<file path="src/rtl/csr_pkg.sv">
// Shared definitions for the counter CSR bank: privilege and CSR-op encodings,
// CSR addresses and counter slot indices.
package csr_pkg;

    typedef enum logic [1:0] {
        PRIV_USER    = 2'b00,
        PRIV_MACHINE = 2'b11
    } priv_mode_t;

    typedef enum logic [1:0] {
        CSR_OP_NONE = 2'd0,
        CSR_OP_RW   = 2'd1,
        CSR_OP_RS   = 2'd2,
        CSR_OP_RC   = 2'd3
    } csr_op_t;

    localparam logic [11:0] CSR_MCOUNTEREN    = 12'h306;
    localparam logic [11:0] CSR_MCOUNTINHIBIT = 12'h320;
    localparam logic [11:0] CSR_CYCLE         = 12'hC00;
    localparam logic [11:0] CSR_TIME          = 12'hC01;
    localparam logic [11:0] CSR_INSTRET       = 12'hC02;
    localparam logic [11:0] CSR_HPMCOUNTER3   = 12'hC03;
    localparam logic [11:0] CSR_CYCLEH        = 12'hC80;
    localparam logic [11:0] CSR_INSTRETH      = 12'hC82;
    localparam logic [11:0] CSR_MCYCLE        = 12'hB00;
    localparam logic [11:0] CSR_MINSTRET      = 12'hB02;
    localparam logic [11:0] CSR_MHPMCOUNTER3  = 12'hB03;
    localparam logic [11:0] CSR_MCYCLEH       = 12'hB80;

    // Counter slot k lives at address offset k: cycle, time, instret, hpm3...
    localparam logic [4:0] CNT_IDX_TIME = 5'd1;

    // Writable bits of mcounteren / mcountinhibit: 0, 2 and one per hpm counter.
    function automatic logic [31:0] cnt_ctrl_mask(input int unsigned num_hpm);
        logic [31:0] m;
        m = 32'h0000_0005;
        for (int unsigned i = 0; i < num_hpm; i++) m[3+i] = 1'b1;
        return m;
    endfunction

endpackage

</file>
<file path="src/rtl/csr_counter_bank_if.sv">
// CSR request/response channel between the pipeline (master) and the
// counter bank (slave).
interface csr_counter_bank_if;
    import csr_pkg::*;

    logic        req_valid;
    logic [11:0] req_addr;
    csr_op_t     req_op;
    logic [31:0] req_wdata;
    logic        req_src_zero;
    logic        resp_valid;
    logic [31:0] resp_rdata;
    logic        resp_illegal;

    modport master (
        output req_valid, req_addr, req_op, req_wdata, req_src_zero,
        input  resp_valid, resp_rdata, resp_illegal
    );

    modport slave (
        input  req_valid, req_addr, req_op, req_wdata, req_src_zero,
        output resp_valid, resp_rdata, resp_illegal
    );

endinterface

</file>
<file path="src/rtl/csr_counter.sv">
// One performance counter: per-cycle increment with inhibit, and 32-bit
// half writes that override that cycle's increment for the written half.
module csr_counter #(
    parameter int unsigned CNT_WIDTH = 64,
    parameter int unsigned INC_W     = 2
) (
    input  logic                 clock,
    input  logic                 reset_n,
    input  logic                 wr_lo_i,
    input  logic                 wr_hi_i,
    input  logic [31:0]          wdata_i,
    input  logic                 inhibit_i,
    input  logic [INC_W-1:0]     inc_i,
    output logic [CNT_WIDTH-1:0] value_o
);

    logic [CNT_WIDTH-1:0] cnt_q, cnt_d, sum;

    // NOTE: every variable assigned in always_comb gets a default first, so no path leaves it unassigned and no latch is inferred.
    always_comb begin
        sum   = cnt_q + (inhibit_i ? '0 : CNT_WIDTH'(inc_i));
        cnt_d = sum;
        if (wr_lo_i) begin
            // Low half loaded; the carry out of the low half is dropped.
            cnt_d = {cnt_q[CNT_WIDTH-1:32], wdata_i};
        end else if (wr_hi_i) begin
            // High half loaded; low half keeps counting, its carry is dropped.
            cnt_d = CNT_WIDTH'({wdata_i, sum[31:0]});
        end
    end

    // NOTE: sequential state uses non-blocking assignments so all flops update together at the edge.
    always_ff @(posedge clock or negedge reset_n) begin
        if (!reset_n) cnt_q <= '0;
        else          cnt_q <= cnt_d;
    end

    assign value_o = cnt_q;

endmodule

</file>
<file path="src/rtl/csr_counter_bank.sv">
// Counter CSR bank: cycle/time/instret/hpm counters with machine and user
// aliases, mcounteren/mcountinhibit, and a one-cycle registered response.
module csr_counter_bank
    import csr_pkg::*;
#(
    parameter int unsigned NUM_HPM   = 4,
    parameter int unsigned CNT_WIDTH = 64,
    parameter int unsigned RETIRE_W  = 2
) (
    input  logic                                   clock,
    input  logic                                   reset_n,
    input  priv_mode_t                             priv_mode,
    input  logic [RETIRE_W-1:0]                    instr_retired,
    input  logic                                   time_tick,
    input  logic [((NUM_HPM > 0) ? NUM_HPM : 1)-1:0] hpm_event,
    csr_counter_bank_if.slave                      bus
);

    localparam int unsigned NUM_CNT   = 3 + NUM_HPM;
    localparam logic [31:0] CTRL_MASK = cnt_ctrl_mask(NUM_HPM);

    logic [CNT_WIDTH-1:0] cnt_val [NUM_CNT];
    logic [RETIRE_W-1:0]  cnt_inc [NUM_CNT];
    logic [NUM_CNT-1:0]   cnt_inh, cnt_wr_lo, cnt_wr_hi;
    logic [CNT_WIDTH-1:0] cnt_sel;

    logic [31:0] enable_q, enable_d, inhibit_q, inhibit_d;
    logic        resp_valid_q, resp_illegal_q, resp_illegal_d;
    logic [31:0] resp_rdata_q, resp_rdata_d;

    logic [4:0]  idx;
    logic        hi, cnt_ok, user, wants_write, illegal, do_write;
    logic        is_user_cnt, is_mach_cnt, is_enable, is_inhibit;
    logic [31:0] old_val, new_val;

    always_comb begin
        idx     = bus.req_addr[4:0];
        hi      = bus.req_addr[7];
        cnt_ok  = (32'(idx) < NUM_CNT);
        cnt_sel = '0;
        for (int unsigned k = 0; k < NUM_CNT; k++) begin
            if (idx == 5'(k)) cnt_sel = cnt_val[k];
        end

        is_user_cnt = (bus.req_addr[11:8] == CSR_CYCLE[11:8]) && (bus.req_addr[6:5] == 2'b00) && cnt_ok;
        is_mach_cnt = (bus.req_addr[11:8] == CSR_MCYCLE[11:8]) && (bus.req_addr[6:5] == 2'b00) && cnt_ok
                      && (idx != CNT_IDX_TIME);
        is_enable   = (bus.req_addr == CSR_MCOUNTEREN);
        is_inhibit  = (bus.req_addr == CSR_MCOUNTINHIBIT);
        user        = (priv_mode != PRIV_MACHINE);
        wants_write = (bus.req_op == CSR_OP_RW)
                      || (((bus.req_op == CSR_OP_RS) || (bus.req_op == CSR_OP_RC)) && !bus.req_src_zero);

        illegal = !(is_user_cnt || is_mach_cnt || is_enable || is_inhibit)
                  || (is_user_cnt && wants_write)
                  || (user && (is_mach_cnt || is_enable || is_inhibit))
                  || (user && is_user_cnt && !enable_q[idx]);
        do_write = bus.req_valid && !illegal && wants_write;

        if (is_enable)       old_val = enable_q;
        else if (is_inhibit) old_val = inhibit_q;
        else if (hi)         old_val = 32'(cnt_sel >> 32);
        else                 old_val = cnt_sel[31:0];

        new_val = old_val;
        case (bus.req_op)
            CSR_OP_RW: new_val = bus.req_wdata;
            CSR_OP_RS: new_val = old_val | bus.req_wdata;
            CSR_OP_RC: new_val = old_val & ~bus.req_wdata;
            default:   new_val = old_val;
        endcase

        enable_d  = (do_write && is_enable)  ? (new_val & CTRL_MASK) : enable_q;
        inhibit_d = (do_write && is_inhibit) ? (new_val & CTRL_MASK) : inhibit_q;

        for (int unsigned k = 0; k < NUM_CNT; k++) begin
            cnt_wr_lo[k] = do_write && is_mach_cnt && (idx == 5'(k)) && !hi;
            cnt_wr_hi[k] = do_write && is_mach_cnt && (idx == 5'(k)) && hi;
        end

        resp_rdata_d   = (bus.req_valid && !illegal) ? old_val : '0;
        resp_illegal_d = bus.req_valid && illegal;
    end

    // Time sits at inhibit bit 1, which the mask keeps at zero.
    always_comb begin
        cnt_inh    = inhibit_q[NUM_CNT-1:0];
        cnt_inc    = '{default: '0};
        cnt_inc[0] = RETIRE_W'(1);
        cnt_inc[1] = RETIRE_W'(time_tick);
        cnt_inc[2] = instr_retired;
        for (int unsigned i = 0; i < NUM_HPM; i++) cnt_inc[3+i] = RETIRE_W'(hpm_event[i]);
    end

    for (genvar k = 0; k < NUM_CNT; k++) begin : g_cnt
        csr_counter #(
            .CNT_WIDTH (CNT_WIDTH),
            .INC_W     (RETIRE_W)
        ) u_cnt (
            .clock     (clock),
            .reset_n   (reset_n),
            .wr_lo_i   (cnt_wr_lo[k]),
            .wr_hi_i   (cnt_wr_hi[k]),
            .wdata_i   (new_val),
            .inhibit_i (cnt_inh[k]),
            .inc_i     (cnt_inc[k]),
            .value_o   (cnt_val[k])
        );
    end

    always_ff @(posedge clock or negedge reset_n) begin
        if (!reset_n) begin
            enable_q       <= '0;
            inhibit_q      <= '0;
            resp_valid_q   <= 1'b0;
            resp_rdata_q   <= '0;
            resp_illegal_q <= 1'b0;
        end else begin
            enable_q       <= enable_d;
            inhibit_q      <= inhibit_d;
            resp_valid_q   <= bus.req_valid;
            resp_rdata_q   <= resp_rdata_d;
            resp_illegal_q <= resp_illegal_d;
        end
    end

    assign bus.resp_valid   = resp_valid_q;
    assign bus.resp_rdata   = resp_rdata_q;
    assign bus.resp_illegal = resp_illegal_q;

endmodule

</file>
<file path="src/flat_wrapper.sv">
// flat-port wrapper written by rule: the top's interface ports become plain ports
module csr_counter_bank_flat import csr_pkg::*;
#(
    parameter int unsigned NUM_HPM   = 4,
    parameter int unsigned CNT_WIDTH = 64,
    parameter int unsigned RETIRE_W  = 2
)
  (clock, reset_n, priv_mode, instr_retired, time_tick, hpm_event, bus_req_valid, bus_req_addr, bus_req_op, bus_req_wdata, bus_req_src_zero, bus_resp_valid, bus_resp_rdata, bus_resp_illegal);
  csr_counter_bank_if bus_i ();
  input  logic clock;
  input  logic reset_n;
  input  priv_mode_t priv_mode;
  input  logic [RETIRE_W-1:0] instr_retired;
  input  logic time_tick;
  input  logic [((NUM_HPM > 0) ? NUM_HPM : 1)-1:0] hpm_event;
  input wire logic [$bits(bus_i.req_valid)-1:0] bus_req_valid;
  input wire logic [$bits(bus_i.req_addr)-1:0] bus_req_addr;
  input wire logic [$bits(bus_i.req_op)-1:0] bus_req_op;
  input wire logic [$bits(bus_i.req_wdata)-1:0] bus_req_wdata;
  input wire logic [$bits(bus_i.req_src_zero)-1:0] bus_req_src_zero;
  output wire logic [$bits(bus_i.resp_valid)-1:0] bus_resp_valid;
  output wire logic [$bits(bus_i.resp_rdata)-1:0] bus_resp_rdata;
  output wire logic [$bits(bus_i.resp_illegal)-1:0] bus_resp_illegal;
  assign bus_i.req_valid = bus_req_valid;
  assign bus_i.req_addr = bus_req_addr;
  assign bus_i.req_op = bus_req_op;
  assign bus_i.req_wdata = bus_req_wdata;
  assign bus_i.req_src_zero = bus_req_src_zero;
  assign bus_resp_valid = bus_i.resp_valid;
  assign bus_resp_rdata = bus_i.resp_rdata;
  assign bus_resp_illegal = bus_i.resp_illegal;
  csr_counter_bank #(.NUM_HPM(NUM_HPM), .CNT_WIDTH(CNT_WIDTH), .RETIRE_W(RETIRE_W)) u_core (.clock(clock), .reset_n(reset_n), .priv_mode(priv_mode), .instr_retired(instr_retired), .time_tick(time_tick), .hpm_event(hpm_event), .bus(bus_i));
endmodule
</file>
<file path="config.mk">
export PLATFORM = sky130hd
export DESIGN_NAME = csr_counter_bank_flat
export DESIGN_NICKNAME = d
export VERILOG_FILES = /design/src/rtl/csr_pkg.sv /design/src/rtl/csr_counter_bank_if.sv /design/src/rtl/csr_counter.sv /design/src/rtl/csr_counter_bank.sv /design/src/flat_wrapper.sv
export SDC_FILE = /design/constraint.sdc
export NUM_CORES = 1
export LEC_CHECK = 0
export CORE_UTILIZATION = 58
export DETAILED_ROUTE_END_ITERATION = 16
export PLACE_DENSITY = 0.78
export SLEW_MARGIN = 20
export SYNTH_ARGS = -nofsm -noshare
export SYNTH_HDL_FRONTEND = slang
export SYNTH_SLANG_ARGS = --single-unit
</file>
<file path="constraint.sdc">
create_clock -name clock -period 4 [get_ports clock]
set_input_delay 0.4 -clock clock [delete_from_list [all_inputs] [get_ports clock]]
set_output_delay 0.4 -clock clock [all_outputs]
set_load 0.005 [all_outputs]
</file>
# --- After elaboration in Yosys (flattened, before gate mapping) ---
# Cells that the tools add are included.
op_classes:
  eq_ne: 15
  n_reduce_logical: 54
  bitwise: 3
  add_sub_neg: 7
  n_lt_le_gt_ge: 2
  muxes: 34
op_table:
  columns: ["op", "n"]
  rows:
  - ["64-bit two-way mux", 14]
  - ["64-bit by 1-bit adder with 64-bit output", 6]
  - ["32-bit two-way mux", 11]
  - ["32-bit one-hot mux with 3 select lines", 1]
  - ["64-bit by 2-bit adder with 64-bit output", 1]
  - ["1-bit logical AND", 37]
  - ["32-bit AND", 1]
  - ["32-bit inverter", 1]
  - ["32-bit bitwise OR", 1]
  - ["12-bit by 10-bit == test with 1-bit output (second input constant)", 2]
  - ["5-bit by 3-bit == test with 1-bit output (second input constant)", 3]
  - ["5-bit by 2-bit == test with 1-bit output (second input constant)", 2]
  - ["1-bit logical OR", 10]
  - ["4-bit == test (second input constant)", 2]
  - ["5-bit by 6-bit < comparator with 1-bit output (second input constant)", 1]
  - ["1-bit two-way mux", 6]
  - ["1-bit binary-select mux with 5-bit select", 1]
  - ["5-bit by 1-bit == test with 1-bit output (second input constant)", 1]
  - ["1-bit zero test", 5]
  - ["5-bit zero test", 1]
  - ["5-bit by 3-bit < comparator with 1-bit output (second input constant)", 1]
  - ["5-bit by 1-bit != test with 1-bit output (second input constant)", 1]
  - ["2-bit == test (second input constant)", 2]
  - ["2-bit by 1-bit == test with 1-bit output (second input constant)", 1]
  - ["other kinds (3)", 3]
totals:
  register_bits: 494
  inputBits: 59
  word_cells: 134
  out_inout_bits: 34

# --- Logic depth before layout (Yosys ltp) ---
logic_depth:
  ltp_word: 19
  mapped_depth: 13

# --- Modules after synthesis ---
# From an unflattened synthesis, not the netlist that was laid out.
hier_totals:
  cells_unflattened: 4287
  hier_area_um2: 35566.6
by_module_without_submodules:
  columns: ["module", "cells_per_inst", "instances", "seq_area_each_um2", "area_each_um2"]
  rows:
  - ["csr_counter at u_core.g_cnt[0].u_cnt ...", 483, 3, 1601.5, 4152.7]
  - ["csr_counter at u_core.g_cnt[2].u_cnt ...", 449, 3, 1601.5, 3952.5]
  - ["csr_counter_bank", 1022, 1, 1151.1, 7282.0]
  - ["csr_counter at u_core.g_cnt[3].u_cnt", 469, 1, 1601.5, 3968.8]

# --- Least setup slack after synthesis ---
# Ideal clock, no wire load.
synth_timing:
  kind: "in2reg"
  from: "input port instr_retired[0]"
  to: "register u_core.g_cnt[2].u_cnt.cnt_q[48]"
  path_slack_ns: 0.515
  required_time_ns: 3.922
  t_arrival_ns: 3.407
  path_stages: 12
  n_path_buf: 1
  path_cell_list: "nor2b_1 ha_1 inv_1 fa_1 nand3b_1 or3_1 or4_4 or4_1 clkbuf_2 nor2_1 mux2_2 a21oi_1"
synth_via:
  elab_chain_cells: 3
synth_lines:
  columns: ["item", "line_no", "text"]
  rows:
  - ["from (decl)", "flat_wrapper.sv:13", "input logic [RETIRE_W-1:0] instr_retired;"]
  - ["2-bit two-way mux", "csr_counter.sv:21", "sum = cnt_q + (inhibit_i ? '0 : CNT_WIDTH'(inc_i));"]
  - ["64-bit by 2-bit adder with 64-bit output", "csr_counter.sv:21", null]
  - ["64-bit two-way mux", "csr_counter.sv:26", "end else if (wr_hi_i) begin"]
  - ["to (signal assigned)", "csr_counter.sv:35", "else cnt_q <= cnt_d;"]
  - ["to (decl)", "csr_counter.sv:17", "logic [CNT_WIDTH-1:0] cnt_q, cnt_d, sum;"]
# Every way passes these cells.
# A chain may end at the register's enable or synchronous reset.

# --- Worst setup path after layout ---
layout_timing:
  from: "register u_core.inhibit_q[2]"
  to: "register u_core.g_cnt[2].u_cnt.cnt_q[54]"
layout_via:
  elab_chain_cells: 3
layout_lines:
  columns: ["item", "line_no", "text"]
  rows:
  - ["from (decl)", "csr_counter_bank.sv:27", "logic [31:0] enable_q, enable_d, inhibit_q, inhibit_d;"]
  - ["from (signal assigned)", "csr_counter_bank.sv:120", "inhibit_q <= inhibit_d;"]
  - ["2-bit two-way mux", "csr_counter.sv:21", null]
  - ["64-bit by 2-bit adder with 64-bit output", "csr_counter.sv:21", null]
  - ["64-bit two-way mux", "csr_counter.sv:26", null]
# Every way passes these cells.

==> flow_metrics.py <==
metrics = {
    "worst_setup_path": {
        "cp-start-kind": "register",
        "reg2regPathDepth": 12,
        "critical_path.startpoint": "u_core.inhibit_q[2]",
        "worstSetupEndpointType": "register",
        "critPathKind": "register to register",
        "critPathMaxFanout": 6,
        "reg2reg_from": "u_core.inhibit_q[2]",
        "ff2ff_setup_slack_ns": 0.16,
        "critPathMaxStageDelay_ns": 0.60,
        "path_buf_inv": 2,
        "cpMaxStageDelayCell": "or4_1",
        "cp_top_family": "simple AND/OR/NAND/NOR gates",
        "required_ns": 4.50,
        "critical_path_arrival_ns": 4.33,
        "cp_cell_sequence": "nor2b_1 -> ha_1 -> inv_1 -> fa_1 -> nand3b_1 -> or3_1 -> or4_4 -> or4_1 -> buf_4 -> o211ai_1 -> o31a_1 -> o21ai_0",
        "reg2reg_to": "u_core.g_cnt[2].u_cnt.value_o[54]",
    },
    "detailed_routing": {
        "dr.pass1.iters": 9,
        "routed_wl_um": 141200,
        "num_vias": 32740,
        "drt_iter0_drc": 5694,
        "drc": 0,
        "wire_per_inst_um": 31.01,
        "vias_per_cell": 7.189,
        "antenna_left": 0,
    },
    "pwr": {
        "power.total_uw": 13360,
        "vdd_ir_drop_max_v": 0.0004397,
        "pwr_density_cell_nw_per_um2": 363.0,
        "total_leakage_power_uw": 0.01525,
    },
    "timing": {
        "setup-violations-final": 0,
        "grt_setup_unrepaired": "no",
        "period_share_pct": 95.91,
        "slew_violations": 0,
        "hold_viol_final": 0,
        "skew_ns": 0.02538,
        "worst_slack_ns": 0.1634,
        "period_minus_slack_ns": 3.837,
        "fmax_mhz": 260.6,
        "slew_headroom_pct": 36.50,
        "worst_pin_slew_ns": 0.9284,
    },
    "yosys": {
        "synth_top_family_by_area": "simple AND/OR/NAND/NOR gates",
        "postSynth.asyncResetShare_pct": 100.0,
        "muxShareOfSynthArea_pct": 4.715,
        "synth_edf_count": 0,
        "yosys_most_used_dff": "dfrtp_1",
        "synth_nets": 3704,
        "syn-cell-area_um2": 31630,
        "ys_types": 103,
        "synth_fa_ha_area_share_pct": 0.6170,
        "ys_ff_latch": 494,
        "postSynthAreaPerCell_um2": 8.715,
        "yosysWarnings": 0,
        "synth_compound_area_share_pct": 19.53,
        "yosysSeqAreaShare_pct": 39.08,
        "yosys.area_share.xor_xnor_pct": 7.641,
        "yosys.area_share.simple_pct": 24.35,
        "synth_cells": 3630,
    },
    "grt": {
        "grt_pass1_wl_um": 202500,
        "grt_pass1_vias": 29760,
        "grt_max_degree": 104,
        "grt_usage_pct": 50.12,
        "antenna_found_initial": 4,
        "grt.overflow.total": 0,
    },
    "floorplanning": {
        "design.die.area_um2": 55480,
        "io_pins": 93,
        "coreArea_um2": 53810,
        "die_h_um": 235.5,
        "die_x_um": 235.5,
        "placementRows": 85,
        "start_util_pct": 58.78,
    },
    "final_layout": {
        "final_nets": 3885,
        "area_growth_syn_to_layout_pct": 16.39,
        "drive_above_1_share_pct": 12.84,
    },
    "placement": {
        "io_buffers": 92,
        "dp_hpwl_um": 104800,
        "routabilityCongestion": 1.098,
        "pre_cts_ws_ns": -0.1158,
    },
    "clock_network": {
        "cts.sinks": 494,
        "cts-root-buf": "clkbuf_16",
        "clk_pin_slew_ns": 0.06,
        "clkLatencyLatePin_ns": 0.65,
        "cts_tree": "done",
        "cts_resized": 0,
        "cts_buffers": 56,
        "cts_buffer_depth": 3,
        "htreeDepth": 2,
    },
    "outcome": {
        "status": "finished, final reports clean",
    },
    "job": {
        "max-cap-violations": 0,
    },
    "worst_hold_path": {
        "whs_endpoint": "u_core.g_cnt[1].u_cnt.value_o[0]",
        "min_path_type": "input port to register",
        "min_path_cells": 2,
        "holdCritStartpoint": "time_tick",
    },
}
synth_stat cells, drive strengths merged, types with 36 or more instances:
master	number	area share (%)
dfrtp	494	39
nor2	352	4.3
nand2	331	3.9
a21oi	286	4.6
nand3	236	3.8
xnor2	192	5.3
o21ai	147	2.3
buf	124	2.1
and3	114	2.3
nor3	114	1.9
clkbuf	111	1.3
nand4	107	2.1
mux2i	86	2.7
xor2	84	2.3
a211oi	81	2.0
a221oi	56	1.6
inv	50	0.59
o211ai	48	1.1
mux2	46	1.6
and4	44	1.2
nor4	42	1.0
and2	36	0.71
report_power, final:
part	internal [uW]	total [uW]	switching, uW
clock	3470	5720	2250
combinational	733	2040	1310
sequential	5250	5600	357
total	9450	13400	3920
worst max-delay path by stage:
stage / endpoint / slack [ns] / cells after the start
2_1_floorplan: u_core.g_cnt[2].u_cnt.value_o[48] / 0.51 / 12
3_3_place_gp: u_core.g_cnt[2].u_cnt.value_o[54] / -0.11 / 13
3_5_place_dp: u_core.g_cnt[2].u_cnt.value_o[54] / -0.12 / 13
4_1_cts: u_core.g_cnt[2].u_cnt.value_o[54] / 0.24 / 12
5_1_grt: u_core.g_cnt[2].u_cnt.value_o[54] / 0.11 / 12
6_report: u_core.g_cnt[2].u_cnt.value_o[54] / 0.16 / 12
area by class of cell:
cell class                 instances  area, um^2
timing repair buffer             358        3289
tap                              696       870.8
fill                            4416       17000
antenna                            4       10.01
clock buffer                      78        1584
inverter                          50       187.7
clock inverter                    23       424.2
sequential                       494       12360
multi-input combinational       2851       18090
layer usage:
| metal | up-vias | routed length (um) | track usage [%] |
|---|---|---|---|
| li1 | 13840 | - | - |
| met1 | 15630 | 52440 | 65.44 |
| met2 | 2644 | 56540 | 69.77 |
| met3 | 623 | 21140 | 18.55 |
| met4 | 4 | 11060 | 32.09 |
| met5 | - | 59 | 0 |
repair_timing:
| item | in CTS | in global routing |
|---|---|---|
| hold buffers | 1 | 0 |
| setup endpoints to repair | 0 | 0 |
| buffers inserted | 0 | 0 |
| hold endpoints to repair | 93 | 0 |
logic make-up after synthesis:
logic type,count (synthesis)
simple gates,1515
mux,137
compound gates,908
xor+xnor,276
buf+inv,285
flops,494
fa+ha+maj,15
cell usage in the layout (no fill, tap or decap), types with 44 or more instances in the layout:
master	Yosys	layout
nand3_1	234	234
clkbuf_16	0	56
clkdlybuf4s50_1	0	87
dfrtp_1	494	494
o211ai_1	48	48
and4_1	44	44
a21oi_1	283	283
buf_4	22	236
nand4_1	106	106
mux2i_1	86	86
xnor2_1	192	192
inv_1	50	50
nor2_1	346	340
mux2_2	46	46
xor2_1	84	84
nor3_1	109	109
a221oi_1	52	52
nand2_1	331	331
o21ai_0	131	125
and3_1	114	114
a211oi_1	78	78
metrics by stage:
| stage | util, % | instances | instance area [um^2] | TNS, ns | hold slack (ns) |
|---|---|---|---|---|---|
| floorplan | - | 3630 | 31630 | 0 | 0.1044 |
| global placement | 64.65 | 4448 | 34790 | -0.1851 | 0.4701 |
| detailed placement | 64.65 | 4448 | 34790 | -0.2812 | 0.4796 |
| CTS | 68.40 | 4550 | 36810 | 0 | 0.3571 |
| global route | 68.40 | 4550 | 36810 | 0 | 0.3949 |
| finish | 68.42 | 4554 | 36820 | 0 | 0.3791 |
flip-flops by register name, indices dropped and copies added, names as in the netlist:
register,flops
u_core.bus.resp_illegal,1
u_core.bus.resp_rdata,32
u_core.bus.resp_valid,1
u_core.enable_q,6
u_core.g_cnt.u_cnt.value_o,448
u_core.inhibit_q,6
Note: power is estimated with default switching activity, not from simulation.
